[src/rtl/bus_arbiter3.sv]
`default_nettype none
// ============================================================================
// Module   : bus_arbiter3
// Purpose  : Three-source round-robin bus arbiter with burst-limited grants
//            and a guaranteed bus-idle turnaround between owners.
// Revision : 1.0 - initial release
// ============================================================================
module bus_arbiter3 #(
  parameter int BURST_MAX   = 4,  // max grant cycles while others wait (1..15)
  parameter int TURN_CYCLES = 1   // idle cycles after every grant (1..7)
) (
  input  logic       i_clk,
  input  logic       i_rst,
  input  logic [2:0] i_req,
  output logic [2:0] o_gnt,
  output logic [1:0] o_sel,
  output logic       o_bus_oe
);

  typedef enum logic [1:0] {
    S_IDLE  = 2'd0,
    S_GRANT = 2'd1,
    S_TURN  = 2'd2
  } state_t;

  localparam logic [3:0] C_BURST_MAX = 4'(BURST_MAX);
  localparam logic [2:0] C_TURN      = 3'(TURN_CYCLES);

  state_t     r_state, w_state;
  logic [2:0] r_gnt,   w_gnt;
  logic [1:0] r_sel,   w_sel;
  logic [1:0] r_last,  w_last;
  logic [3:0] r_burst, w_burst;
  logic [2:0] r_turn,  w_turn;

  logic [1:0] w_win;
  logic       w_win_valid;
  logic       w_owner_req;
  logic       w_others;
  logic       w_arb;

  // Round-robin winner: start searching just after the last owner, the last
  // owner itself comes last. The final else is only reached when it alone
  // (or nobody) requests, and w_win_valid qualifies the no-request case.
  always_comb begin
    w_win_valid = |i_req;
    w_win       = 2'd0;
    case (r_last)
      2'd0: begin
        if (i_req[1])      w_win = 2'd1;
        else if (i_req[2]) w_win = 2'd2;
        else               w_win = 2'd0;
      end
      2'd1: begin
        if (i_req[2])      w_win = 2'd2;
        else if (i_req[0]) w_win = 2'd0;
        else               w_win = 2'd1;
      end
      default: begin
        if (i_req[0])      w_win = 2'd0;
        else if (i_req[1]) w_win = 2'd1;
        else               w_win = 2'd2;
      end
    endcase
  end

  // Current owner still requesting, and whether anyone else is waiting.
  always_comb begin
    w_owner_req = |(i_req & r_gnt);
    w_others    = |(i_req & ~r_gnt);
  end

  // Next-state and next-output logic; registered outputs are computed here.
  always_comb begin
    w_state = r_state;
    w_gnt   = r_gnt;
    w_sel   = r_sel;
    w_last  = r_last;
    w_burst = r_burst;
    w_turn  = r_turn;
    w_arb   = 1'b0;

    case (r_state)
      S_IDLE: begin
        w_arb = 1'b1;
      end
      S_GRANT: begin
        // Owner drop and burst expiry collapse into the same single exit.
        if (!w_owner_req || ((r_burst == C_BURST_MAX) && w_others)) begin
          w_state = S_TURN;
          w_gnt   = 3'b000;
          w_turn  = C_TURN;
        end else if (r_burst != C_BURST_MAX) begin
          w_burst = r_burst + 4'd1;
        end
      end
      S_TURN: begin
        // Requests are only looked at in the last turnaround cycle.
        if (r_turn <= 3'd1) w_arb = 1'b1;
        else                w_turn = r_turn - 3'd1;
      end
      default: begin
        w_state = S_IDLE;
        w_gnt   = 3'b000;
      end
    endcase

    if (w_arb) begin
      w_turn = 3'd0;
      if (w_win_valid) begin
        w_state = S_GRANT;
        w_gnt   = 3'b001 << w_win;
        w_sel   = w_win;
        w_last  = w_win;
        w_burst = 4'd1;
      end else begin
        w_state = S_IDLE;
        w_gnt   = 3'b000;
      end
    end
  end

  // State and output registers; reset clears the grant without a clock edge.
  always_ff @(posedge i_clk or posedge i_rst) begin
    if (i_rst) begin
      r_state <= S_IDLE;
      r_gnt   <= 3'b000;
      r_sel   <= 2'd0;
      r_last  <= 2'd2;
      r_burst <= 4'd0;
      r_turn  <= 3'd0;
    end else begin
      r_state <= w_state;
      r_gnt   <= w_gnt;
      r_sel   <= w_sel;
      r_last  <= w_last;
      r_burst <= w_burst;
      r_turn  <= w_turn;
    end
  end

  assign o_gnt    = r_gnt;
  assign o_sel    = r_sel;
  assign o_bus_oe = |r_gnt;

endmodule
`default_nettype wire

[config.mk]
export PLATFORM = sky130hd
export DESIGN_NAME = bus_arbiter3
export DESIGN_NICKNAME = d
export VERILOG_FILES = /design/src/rtl/bus_arbiter3.sv
export SDC_FILE = /design/constraint.sdc
export NUM_CORES = 1
export LEC_CHECK = 0
export CAP_MARGIN = 25
export CORE_MARGIN = 1
export CORE_UTILIZATION = 40
export CTS_CLUSTER_DIAMETER = 40
export CTS_CLUSTER_SIZE = 14
export DETAILED_ROUTE_END_ITERATION = 12
export MAX_ROUTING_LAYER = met4
export PLACE_DENSITY = 0.58
export SYNTH_ARGS = -nofsm -noshare
export SYNTH_HDL_FRONTEND = slang
export SYNTH_SLANG_ARGS = --single-unit
[constraint.sdc]
create_clock -name i_clk -period 4.6 [get_ports i_clk]
set_input_delay 0.92 -clock i_clk [delete_from_list [all_inputs] [get_ports i_clk]]
set_output_delay 0.92 -clock i_clk [all_outputs]
set_load 0.02 [all_outputs]
## Word-level counts from Yosys, hierarchy flattened

Cells that the tools add are included.

- Add/subtract/negate cells: 2
- Multipliers: 0
- Divide/modulo/power cells: 0
- $lt $le $gt $ge: 1
- Equal/unequal tests: 8
- Shift operators: 1
- Muxes and demuxes: 26
- Bitwise logic cells: 3
- Reductions and logical operators: 14

Operators with widths:

| cell | number |
|---|---|
| $mux W4 | 5 |
| $mux W3 | 6 |
| $mux W2 | 7 |
| $pmux W3 S2 | 2 |
| $reduce_or A3 Y1 | 4 |
| $pmux W2 S2 | 2 |
| $and A3 B3 Y3 | 2 |
| $ne A3 B3 Y1 const B | 2 |
| $add A4 B1 Y4 const B | 1 |
| $eq A2 B1 Y1 const B | 2 |
| $eq A4 B3 Y1 const B | 1 |
| $logic_not A2 Y1 | 2 |
| $ne A4 B3 Y1 const B | 1 |
| $reduce_and A2 Y1 | 2 |
| $le A3 B1 Y1 const B | 1 |
| $mux W1 | 3 |
| $not A3 Y3 | 1 |
| $reduce_and A3 Y1 | 1 |
| $reduce_bool A3 Y1 | 1 |
| $shl A1 B2 Y3 const A | 1 |
| $sub A3 B1 Y3 const B | 1 |
| $eq A2 B2 Y1 const B | 1 |
| $ne A2 B1 Y1 const B | 1 |
| $pmux W1 S2 | 1 |
| other kinds (4) | 4 |

- Register bits after elaboration: 16
- Latch bits: 0
- Bits in writable memories: 0
- Memory bits (read-only): 0
- Input bits: 5
- Memories: 0

## Logic depth before layout (Yosys ltp)

Gate-level depths: netlist of the first run.

- Depth after elaboration: 9
- Gate-level depth with buffers: 6

## Least setup slack after synthesis of the first run

No wires, ideal clock.

- Path kind: input port to flip-flop
- From: input port i_req[2]
- To: register r_burst[1]
- Data arrival time: 1905 ps
- Required time: 4480 ps
- Slack: 2575 ps
- Cell stages on the path: 4
- Path buffers: 0
- Path through: a222oi_1 nor2_1 and3_1 a31o_2

- Longest elaborated chain between the ends: 8

Ends and longest elaborated chain:

| element | RTL line | RTL |
|---|---|---|
| from (decl) | 14 | `input logic [2:0] i_req,` |
| $and A3 B3 Y3, on equally long branches | 69, 70 |  |
| $reduce_or A3 Y1, on equally long branches | 69, 70 |  |
| $logic_not A1 Y1 / $logic_and A1 B1 Y1 (equally long branches) | 89 | `if (!w_owner_req \|\| ((r_burst == C_BURST_MAX) && w_others)) begin` |
| $logic_or A1 B1 Y1 | 89 |  |
| $mux W4 | 89 |  |
| $mux W4 | 83 | `case (r_state)` |
| $mux W4 | 110 | `if (w_win_valid) begin` |
| $mux W4 (*) | 108 | `if (w_arb) begin` |
| via w_burst[1] | 33 | `logic [3:0] r_burst, w_burst;` |
| to (signal assigned) | 137 | `r_burst <= w_burst;` |
| to (decl) | 33 |  |

Mark *: on every way through the listed nets, which the timed path passes. The rest lies on a longest branch.
A chain may end at the register's enable or synchronous reset.

## Worst setup path in the final report of the first run

- From: input port i_req[2]
- To: register r_gnt[1] (netlist: o_gnt[1])

- Longest elaborated chain between the ends: 6

Ends and longest elaborated chain:

| element | RTL line | RTL |
|---|---|---|
| $mux W2 (tied with other cells) | 51 | `else if (i_req[2]) w_win = 2'd2;` |
| $mux W2 (tied with other cells) | 50 | `if (i_req[1]) w_win = 2'd1;` |
| $pmux W2 S2 (tied with other cells) | 48 | `case (r_last)` |
| $shl A1 B2 Y3 / $logic_or A1 B1 Y1 (equally long branches) | 112, 89 |  |
| $mux W3 / $ne A3 B3 Y1 (equally long branches) | -- |  |
| $mux W3 / $reduce_and A2 Y1 (equally long branches) | -- |  |
| to (signal assigned) | 134 | `r_gnt <= w_gnt;` |
| to (decl) | 30 | `logic [2:0] r_gnt, w_gnt;` |

Several ways; a longest one is shown, not always the timed one.

==> metrics.yaml, run 1 <==
cp_max_fo: 6
power.net_switching_w: 0.000286
cts_setup_buffers: 0
clk_latency_ns: 0.28
fmax_ghz: 0.406
drive_above_1_share_pct: 9.43
nets: 116
power.density_nw_per_um2: 635
tns_ns: 0
hold_buffers: 0
synthCells: 94
p_leak_nw: 0.449
whs_ns: 0.502
p_seq_share_pct: 37.5
tightest_slew_ns: 0.557
clock-sinks: 15
postCtsResizedCells: 0
clkPwrFrac_pct: 11.5
outcome: "complete, no violations"
yosys.area.top_type: "dfrtp_1"
path_delay_family: "compound AO/OA/AOI/OAI gates"
seq_area_frac_synth_pct: 42.6
placed_cell_area_um2: 1000
grt_overflow: 0
wl_met2_um: 821
ys_warn_count: 0
initial_utilization_pct: 43.7
antenna_cells: 0
routedLengthMet1_um: 920
fin_area_um2: 1030
drtPass1Iterations: 4
final.setup_skew_ns: 0.00235
drtIter0Drc: 16
synth_edf_count: 0
min_period_ns: 2.47
io_pins: 11
met3_length_um: 39
worstPathRequired_ns: 4.76
core_um2: 2020
ys.flop_type: "dfrtp_1"
dieArea_um2: 2400
grt_max_degree: 16
wire_per_inst_um: 13.5
gp_congestion: 0.771
crit_chain: "clkdlybuf4s50_1 -> a222oi_1 -> nor2_1 -> a21oi_1 -> o21ai_0"
remaining_drc_errors: 0
synthesis.nets: 103
max_stage_delay_ns: 0.59
period_share_pct: 53.6
end_kind: "register"
die_y_um: 49.0
postRouteWirelength_mm: 1.79
critPathBufInv: 1
antenna_found_initial: 0
dp_hpwl_mm: 1.33
p_int_w: 0.000369
setup_viol: 0
worstSetupPathType: "in -> reg"
ys_ff_latch: 15
relSlewSlack_pct: 62.8
avgViaCountPerCell: 5.33
cts_root_buf: "clkbuf_4"
rsz0062_at_grt: "no"
cts_made_buffers: 3
p_sw_share_pct: 43.6
maxUsedRoutingLayer: "met4"
clk_path_buf_depth: 2
syn-cell-area_um2: 883
grt_pass1_wl_mm: 3.10
synth_area_leaders: "dfrtp_1 40%, ha_1 5.7%, inv_1 4.7%, nor2b_1 4.2%, nand2_1 3.8%"
pwr-share-comb_pct: 51.0
slowest_stage: "a222oi_1"
drv_slew: 0
ir_worst_vdd_mv: 0.347
cp-start-kind: "input pin"
syn_to_final_growth_pct: 16.9
ant_nets: 0
finalPower_w: 0.000655
fin_util_pct: 51.1
die_w_um: 49.0
cap_violations: 0
ys_async_sr_fraction_pct: 100
cts_tree: "built"
grt_usage_pct: 17.4
crit_arrival_ns: 2.62
hold_viol_final: 0
first_global_vias: 696
vias: 709
path_clk_slew_ns: 0.09
yosysUniqueCellTypes: 37
cts-htree-levels: 1
synth.top_cell.area_share_pct: 39.7
syn_avg_cell_area_um2: 9.40
placementRows: 16
port-buffer-count: 10
hp-class: "reg -> reg"
[layout make-up]
type / instances / area, um^2
clock buffers: 3 / 22.5
clock inverters: 1 / 5.00
fillers: 203 / 990
inverters: 11 / 41.3
multi-input cells: 66 / 453
flip-flops and latches: 15 / 377
well taps: 27 / 33.8
repair buffers: 10 / 100
[registers in the layout, summed over array words and instances, names as in the netlist]
signal,cells
o_gnt,3
o_sel,2
r_burst,4
r_last,1
r_state,2
r_turn,3
[cell usage in the layout (no fill, tap or decap), types with 2 or more instances in the layout]
master | Yosys | final
nor3_1 | 3 | 3
dfrtp_1 | 14 | 14
nand2_1 | 9 | 9
inv_1 | 11 | 11
a21oi_1 | 5 | 5
clkbuf_4 | 0 | 3
o21ai_0 | 5 | 5
clkdlybuf4s50_1 | 0 | 10
nor2b_1 | 6 | 6
nor2_1 | 3 | 3
nor3b_1 | 2 | 2
nand3_1 | 3 | 3
ha_1 | 4 | 4
nand2b_1 | 3 | 3
o22ai_1 | 2 | 2
[through the flow]
step                std cells  worst slack (ns)
floorplan                  94              2.58
global placement          129              1.93
detailed placement        129              1.87
CTS                       133              2.18
global route              133              2.07
finish                    133              2.13
[Yosys cell counts (all sizes together) (2+ instances only)]
cell type / instances
a21oi: 6
a311oi: 2
dfrtp: 14
ha: 4
inv: 11
nand2: 9
nand2b: 3
nand3: 3
nor2: 3
nor2b: 6
nor3: 3
nor3b: 2
o21ai: 5
o22ai: 2
or3: 2
[power groups by stage]
stage / clock network (W) / registers (W) / logic [W]
3_5_place_dp: 0 / 0.000248 / 0.000334
3_3_place_gp: 0 / 0.000248 / 0.000331
2_1_floorplan: 0 / 0.000243 / 0.000229
4_1_cts: 0.0000802 / 0.000247 / 0.000335
6_report: 0.0000755 / 0.000246 / 0.000334
5_1_grt: 0.0000844 / 0.000257 / 0.000368
[layer usage]
layer  GRT usage (%)  up-vias
li1                -      358
met1            22.6      338
met2            27.5       11
met3            2.80        2
met4            5.88        0
met5               -        -
[cells by family (layout without fill, tap and decap cells)]
kind of cell / Yosys count / count (layout) / share of synthesized area (%)
simple gates: 35 / 35 / 22.4
compound gates: 26 / 26 / 22.2
flops: 15 / 15 / 42.6
buf+inv: 13 / 25 / 6.09
fa+ha+maj: 4 / 4 / 5.67
xor+xnor: 1 / 1 / 0.992
[final timing paths]
| kind | end | slack, ns | cells past startpoint | start |
|---|---|---|---|---|
| setup / recovery | o_gnt[1] | 2.13 | 5 | i_req[2] |
| hold reg to reg | o_sel[1] | 0.50 | 1 | o_sel[1] |
| min in group asynchronous | r_state[1] | 0.97 | 2 | i_rst |
| setup reg to reg | o_sel[0] | 2.86 | 4 | r_turn[2] |
| hold / removal | o_sel[1] | 0.50 | 1 | o_sel[1] |
| max in group asynchronous | r_last[1] | 3.26 | 2 | i_rst |
No activity file was read; power rests on OpenSTA's default activity.
==> run 2: changes to the inputs <==
--- a/config.mk
+++ b/config.mk
@@ -12,7 +12,7 @@
 export CTS_CLUSTER_SIZE = 14
 export DETAILED_ROUTE_END_ITERATION = 12
 export MAX_ROUTING_LAYER = met4
-export PLACE_DENSITY = 0.58
+export PLACE_DENSITY = 0.6
 export SYNTH_ARGS = -nofsm -noshare
 export SYNTH_HDL_FRONTEND = slang
 export SYNTH_SLANG_ARGS = --single-unit
==> constraint.sdc (replaced) <==
create_clock -name i_clk -period 2.1 [get_ports i_clk]
set_input_delay 0.42 -clock i_clk [delete_from_list [all_inputs] [get_ports i_clk]]
set_output_delay 0.42 -clock i_clk [all_outputs]
set_load 0.02 [all_outputs]
==> run 2 against run 1 <==
Against the previous run: final cell count increased by 3.8%; total power rose by 120%; die area did not move; final area increased by 3.5%; clock skew decreased by 0.0016 ns; sequential share of layout area decreased by 1.2 points; via count is 2.1% higher; worst setup slack got worse by 1.9 ns; critical endpoint is now r_burst[1].
==> metrics.yaml, run 2 (synthesis results as in run 1) <==
wire_per_inst_um: 13.1  # was 13.5 um
grt_pass1_wl_mm: 3.18  # was 3.10 mm
min_period_ns: 1.86
setup_ws_ns: 0.237  # was 2.13 ns
nets: 121  # was 116
hp-class: "in -> async"  # was reg -> reg
port-buffer-count: 10  # unchanged
cp-startpoint: "i_req[2]"  # unchanged
final.setup_skew_ns: 0.000747  # was 0.00235 ns
largest_reg_flops: 4  # unchanged
cts_setup_buffers: 0  # unchanged
postRouteWirelength_mm: 1.81  # was 1.79 mm
setup_viol: 0  # unchanged
fin_util_pct: 52.8  # was 51.1%
cts_tree: "built"  # unchanged
gp_congestion: 0.892  # was 0.771
drv_slew: 0  # unchanged
first_global_vias: 699  # was 696
die_w_um: 49.0  # unchanged
relSlewSlack_pct: 60.5  # was 62.8%
placementRows: 16  # unchanged
fmax_ghz: 0.537
whs_ns: 0.497  # was 0.502 ns
top_register: "r_burst"  # unchanged
crit_arrival_ns: 2.04  # was 2.62 ns
p_leak_nw: 0.470  # was 0.449 nW
power.density_nw_per_um2: 1360  # was 635 nW/um^2
tns_ns: 0  # unchanged
reg2reg_to: "r_burst[1]"  # was o_sel[0]
layout_commonest_cell: "dfrtp_1"  # unchanged
cts_made_buffers: 3  # unchanged
grt_max_degree: 16  # unchanged
dieArea_um2: 2400  # unchanged
syn_to_final_growth_pct: 21.0  # was 16.9%
endpoint: "r_burst[1]"  # was o_gnt[1]
cts-htree-levels: 1  # unchanged
period_share_pct: 88.7
initial_utilization_pct: 43.7  # unchanged
remaining_drc_errors: 0  # unchanged
drive_above_1_share_pct: 12.6  # was 9.43%
rsz0062_at_grt: "no"  # unchanged
reg2reg_slack_ns: 0.41  # was 2.86 ns
core_um2: 2020  # unchanged
cap_violations: 0  # unchanged
io_pins: 11  # unchanged
tightest_slew_ns: 0.592  # was 0.557 ns
antenna_cells: 0  # unchanged
clk_latency_ns: 0.28  # about the same
postCtsResizedCells: 0  # unchanged
worstSetupPathType: "in -> reg"  # unchanged
dp_hpwl_mm: 1.38  # was 1.33 mm
die_y_um: 49.0  # unchanged
cp_max_fo: 5  # was 6
grt_usage_pct: 17.9  # was 17.4%
avgViaCountPerCell: 5.25  # was 5.33
grt_overflow: 0  # unchanged
hold_buffers: 0  # unchanged
drtIter0Drc: 10  # was 16
cts_root_buf: "clkbuf_4"  # unchanged
hold_viol_final: 0  # unchanged
r2r_cells: 4  # unchanged
clock-sinks: 15  # unchanged
drtPass1Iterations: 4  # unchanged
crit-reg2reg-launch: "o_gnt[2]"  # was r_turn[2]
end_kind: "register"  # unchanged
ant_nets: 0  # unchanged
outcome: "complete, no violations"  # unchanged
final_cell_mix: "14 x dfrtp_1, 11 x inv_1, 10 x clkdlybuf4s50_1"  # unchanged
cp-start-kind: "input pin"  # unchanged
dp_slack_ns: -0.0645  # was 1.87 ns
worstPathRequired_ns: 2.28  # was 4.76 ns
vias: 724  # was 709
antenna_found_initial: 0  # unchanged
clk_path_buf_depth: 2  # unchanged
path_clk_slew_ns: 0.09  # about the same
ir_worst_vdd_mv: 0.706  # was 0.347 mV
-- run 2: worst max-delay path, stage by stage --
cell and delay (ns):
clkdlybuf4s50_1 0.44, a222oi_1 0.54, nor2_1 0.21, and3_1 0.22, a31o_2 0.20
-- run 2: stage by stage --
step	cell area, um^2	instances	total power, W
global placement	1040	134	0.00129
floorplan	883	94	0.00103
global route	1070	138	0.00158
CTS	1070	138	0.00147
detailed placement	1040	134	0.00130
finish	1070	138	0.00146
-- run 2: worst min path at each step --
| stage | slack (ns) | end | startpoint | cells after the start |
|---|---|---|---|---|
| after floorplan | 0.32 | o_gnt[0] | i_rst | 1 |
| after global placement | 0.48 | o_sel[1] | o_sel[1] | 1 |
| after detailed placement | 0.48 | o_sel[1] | o_sel[1] | 1 |
| after CTS | 0.50 | o_sel[0] | i_rst | 2 |
| after global routing | 0.55 | o_gnt[1] | i_rst | 2 |
| final | 0.50 | o_sel[0] | i_rst | 2 |
-- run 2: power by group --
group | internal, W | switching [W] | total [W]
sequential | 0.000401 | 0.000134 | 0.000535
combinational | 0.000359 | 0.000399 | 0.000759
clock | 0.0000737 | 0.0000884 | 0.000162
-- run 2: layout make-up --
| type | count | area (um^2) |
|---|---|---|
| clock buffer | 4 | 26.3 |
| fill | 187 | 953 |
| inverter | 11 | 41.3 |
| multi-input combinational | 66 | 453 |
| sequential | 15 | 377 |
| tap | 27 | 33.8 |
| timing repair buffer | 15 | 138 |
-- run 2: layer usage --
layer  part of all wire, %  up-vias  track usage (%)
met5                     0        -                -
met4                  0.44        0             1.47
met3                   6.2        2             5.61
met2                    46       17             27.3
met1                    47      341             24.1
li1                      -      364                -
==> edit: new RTL, settings of run 2 <==
Encoding of `state_t`: now one-hot (3 bits for 3 states).
--- a/src/rtl/bus_arbiter3.sv
+++ b/src/rtl/bus_arbiter3.sv
@@ -19,6 +19,6 @@
 
-  typedef enum logic [1:0] {
-    S_IDLE  = 2'd0,
-    S_GRANT = 2'd1,
-    S_TURN  = 2'd2
+  typedef enum logic [2:0] {
+    S_IDLE  = 3'b001,
+    S_GRANT = 3'b010,
+    S_TURN  = 3'b100
   } state_t;
Check against the original RTL: same outputs for any inputs over 10 cycles, from zero or initial values and one cycle with i_rst high; not proved beyond that.
==> edit against run 2 <==
  * Combinational power decreased by 0.9%
  * Design area is 11% higher
  * Wire length up 19%
  * Power rose by 3.8%
  * Area after synthesis grew 11%
  * Worst setup slack improved by 0.024 ns
  * Final cell count increased by 7.2%
  * Sequential cell count grew 1
  * Largest cell class unchanged
==> edit: results (changes against run 2) <==
| Metric | Value |
|---|---|
| Post-synthesis compound-gate area fraction | 22.4% (+0.14 points) |
| Final std cell area, no fill | 1180 um^2 (+11%) |
| Routed met2 length | 1010 um (+22%) |
| Cell variety after synth | 41 (+11%) |
| Mux cell area share after synthesis | 2.30% (+2.3 points) |
| Worst-path fanout max | 10 (+5) |
| DRT Wirelength | 2150 um (+19%) |
| Layout cell share with drive strength beyond 1 | 17.5% (+4.9 points) |
| Vias per cell | 5.76 (+9.9%) |
| Post-synth top cells | dfrtp_1 (14), nand2b_1 (8), a21oi_1 (7), inv_1 (7), o21ai_0 (7) |
| Length of routed met3 wiring | 50 um (-56%) |
| Ranking of synthesized cells by area | dfrtp_1 (36%), dfstp_2 (5.4%), nand2b_1 (5.1%), ha_1 (3.8%), a21oi_1 (3.6%) |
| Syn Nets | 112 (+8.7%) |
| Max rail drop VDD | 0.000851 V (+20%) |
| Synth Area in XOR/XNOR | 0% (-0.99 points) |
| WL met1 | 1040 um (+22%) |
| Largest net degree at the start of global routing | 17 (+1) |
| Gr usage total | 19.2% (+1.3 points) |
| NumNets Final | 129 (+6.6%) |
| Post-synthesis sequential area ratio | 41.2% (-1.5 points) |
| Number of I/O port buffers | 10 (unchanged) |
| First-pass GRT wire length | 3590 um (+13%) |
| Slowest cell on crit path | or4b_1 |
| Status | finished clean |
| Vias in the first global route | 793 (+13%) |
| R2R setup slack | 0.26 ns (-0.15 ns) |
| Placed Area | 1140 um^2 (+9.8%) |
| LEAKAGE | 0.507 nW (+7.9%) |
==> edit: cell count changes after synthesis, sizes merged, moves of 3 or more <==
cell and change:
nand2 -6, nand2b +5, nor2b -5, buf +4, inv -4, nor2 +4, o21ai +3
==> edit: final cells by class <==
type	count	area share, %
Timing Repair Buffer	17	14.2
Inverter	7	2.22
Tap cell	28	2.96
Sequential cell	16	34.0
Multi-Input combinational cell	76	43.6
Clock buffer	4	3.07
==> edit: layer usage <==
metal  track usage [%]  vias to the layer above
met1              25.0                      424
met4              12.6                        0
met3              3.27                        6
li1                  -                      407
met2              27.1                       16
met5                 -                        -
==> edit: power by group <==
group / internal, W / total, W / switching, W
Clock: 0.000106 / 0.000209 / 0.000104
Sequential: 0.000423 / 0.000550 / 0.000127
Combinational: 0.000378 / 0.000752 / 0.000374
Total: 0.000906 / 0.00151 / 0.000605
==> edit: stage by stage <==
stage,cells,hold slack (ns),setup WS (ns),power (W)
after detailed placement,144,0.492,0.0448,0.00131
final,148,0.485,0.260,0.00151
after global routing,148,0.546,0.156,0.00162
after CTS,148,0.517,0.0328,0.00151
after global placement,144,0.483,0.0798,0.00129
after floorplan,104,0.332,0.363,0.00104
==> edit: worst paths after layout <==
check / cells after the start / start / to
max: 5 / r_turn[1]$_DFFE_PP0P_ / o_gnt[2]$_DFFE_PP0P_
min: 2 / i_rst / o_sel[1]$_DFFE_PP0P_
max reg2reg: 5 / r_turn[1]$_DFFE_PP0P_ / o_gnt[2]$_DFFE_PP0P_
min reg2reg: 1 / o_sel[1]$_DFFE_PP0P_ / o_sel[1]$_DFFE_PP0P_
max in group asynchronous: 2 / i_rst / r_turn[0]$_DFFE_PP0P_
min in group i_clk: 1 / o_sel[1]$_DFFE_PP0P_ / o_sel[1]$_DFFE_PP0P_
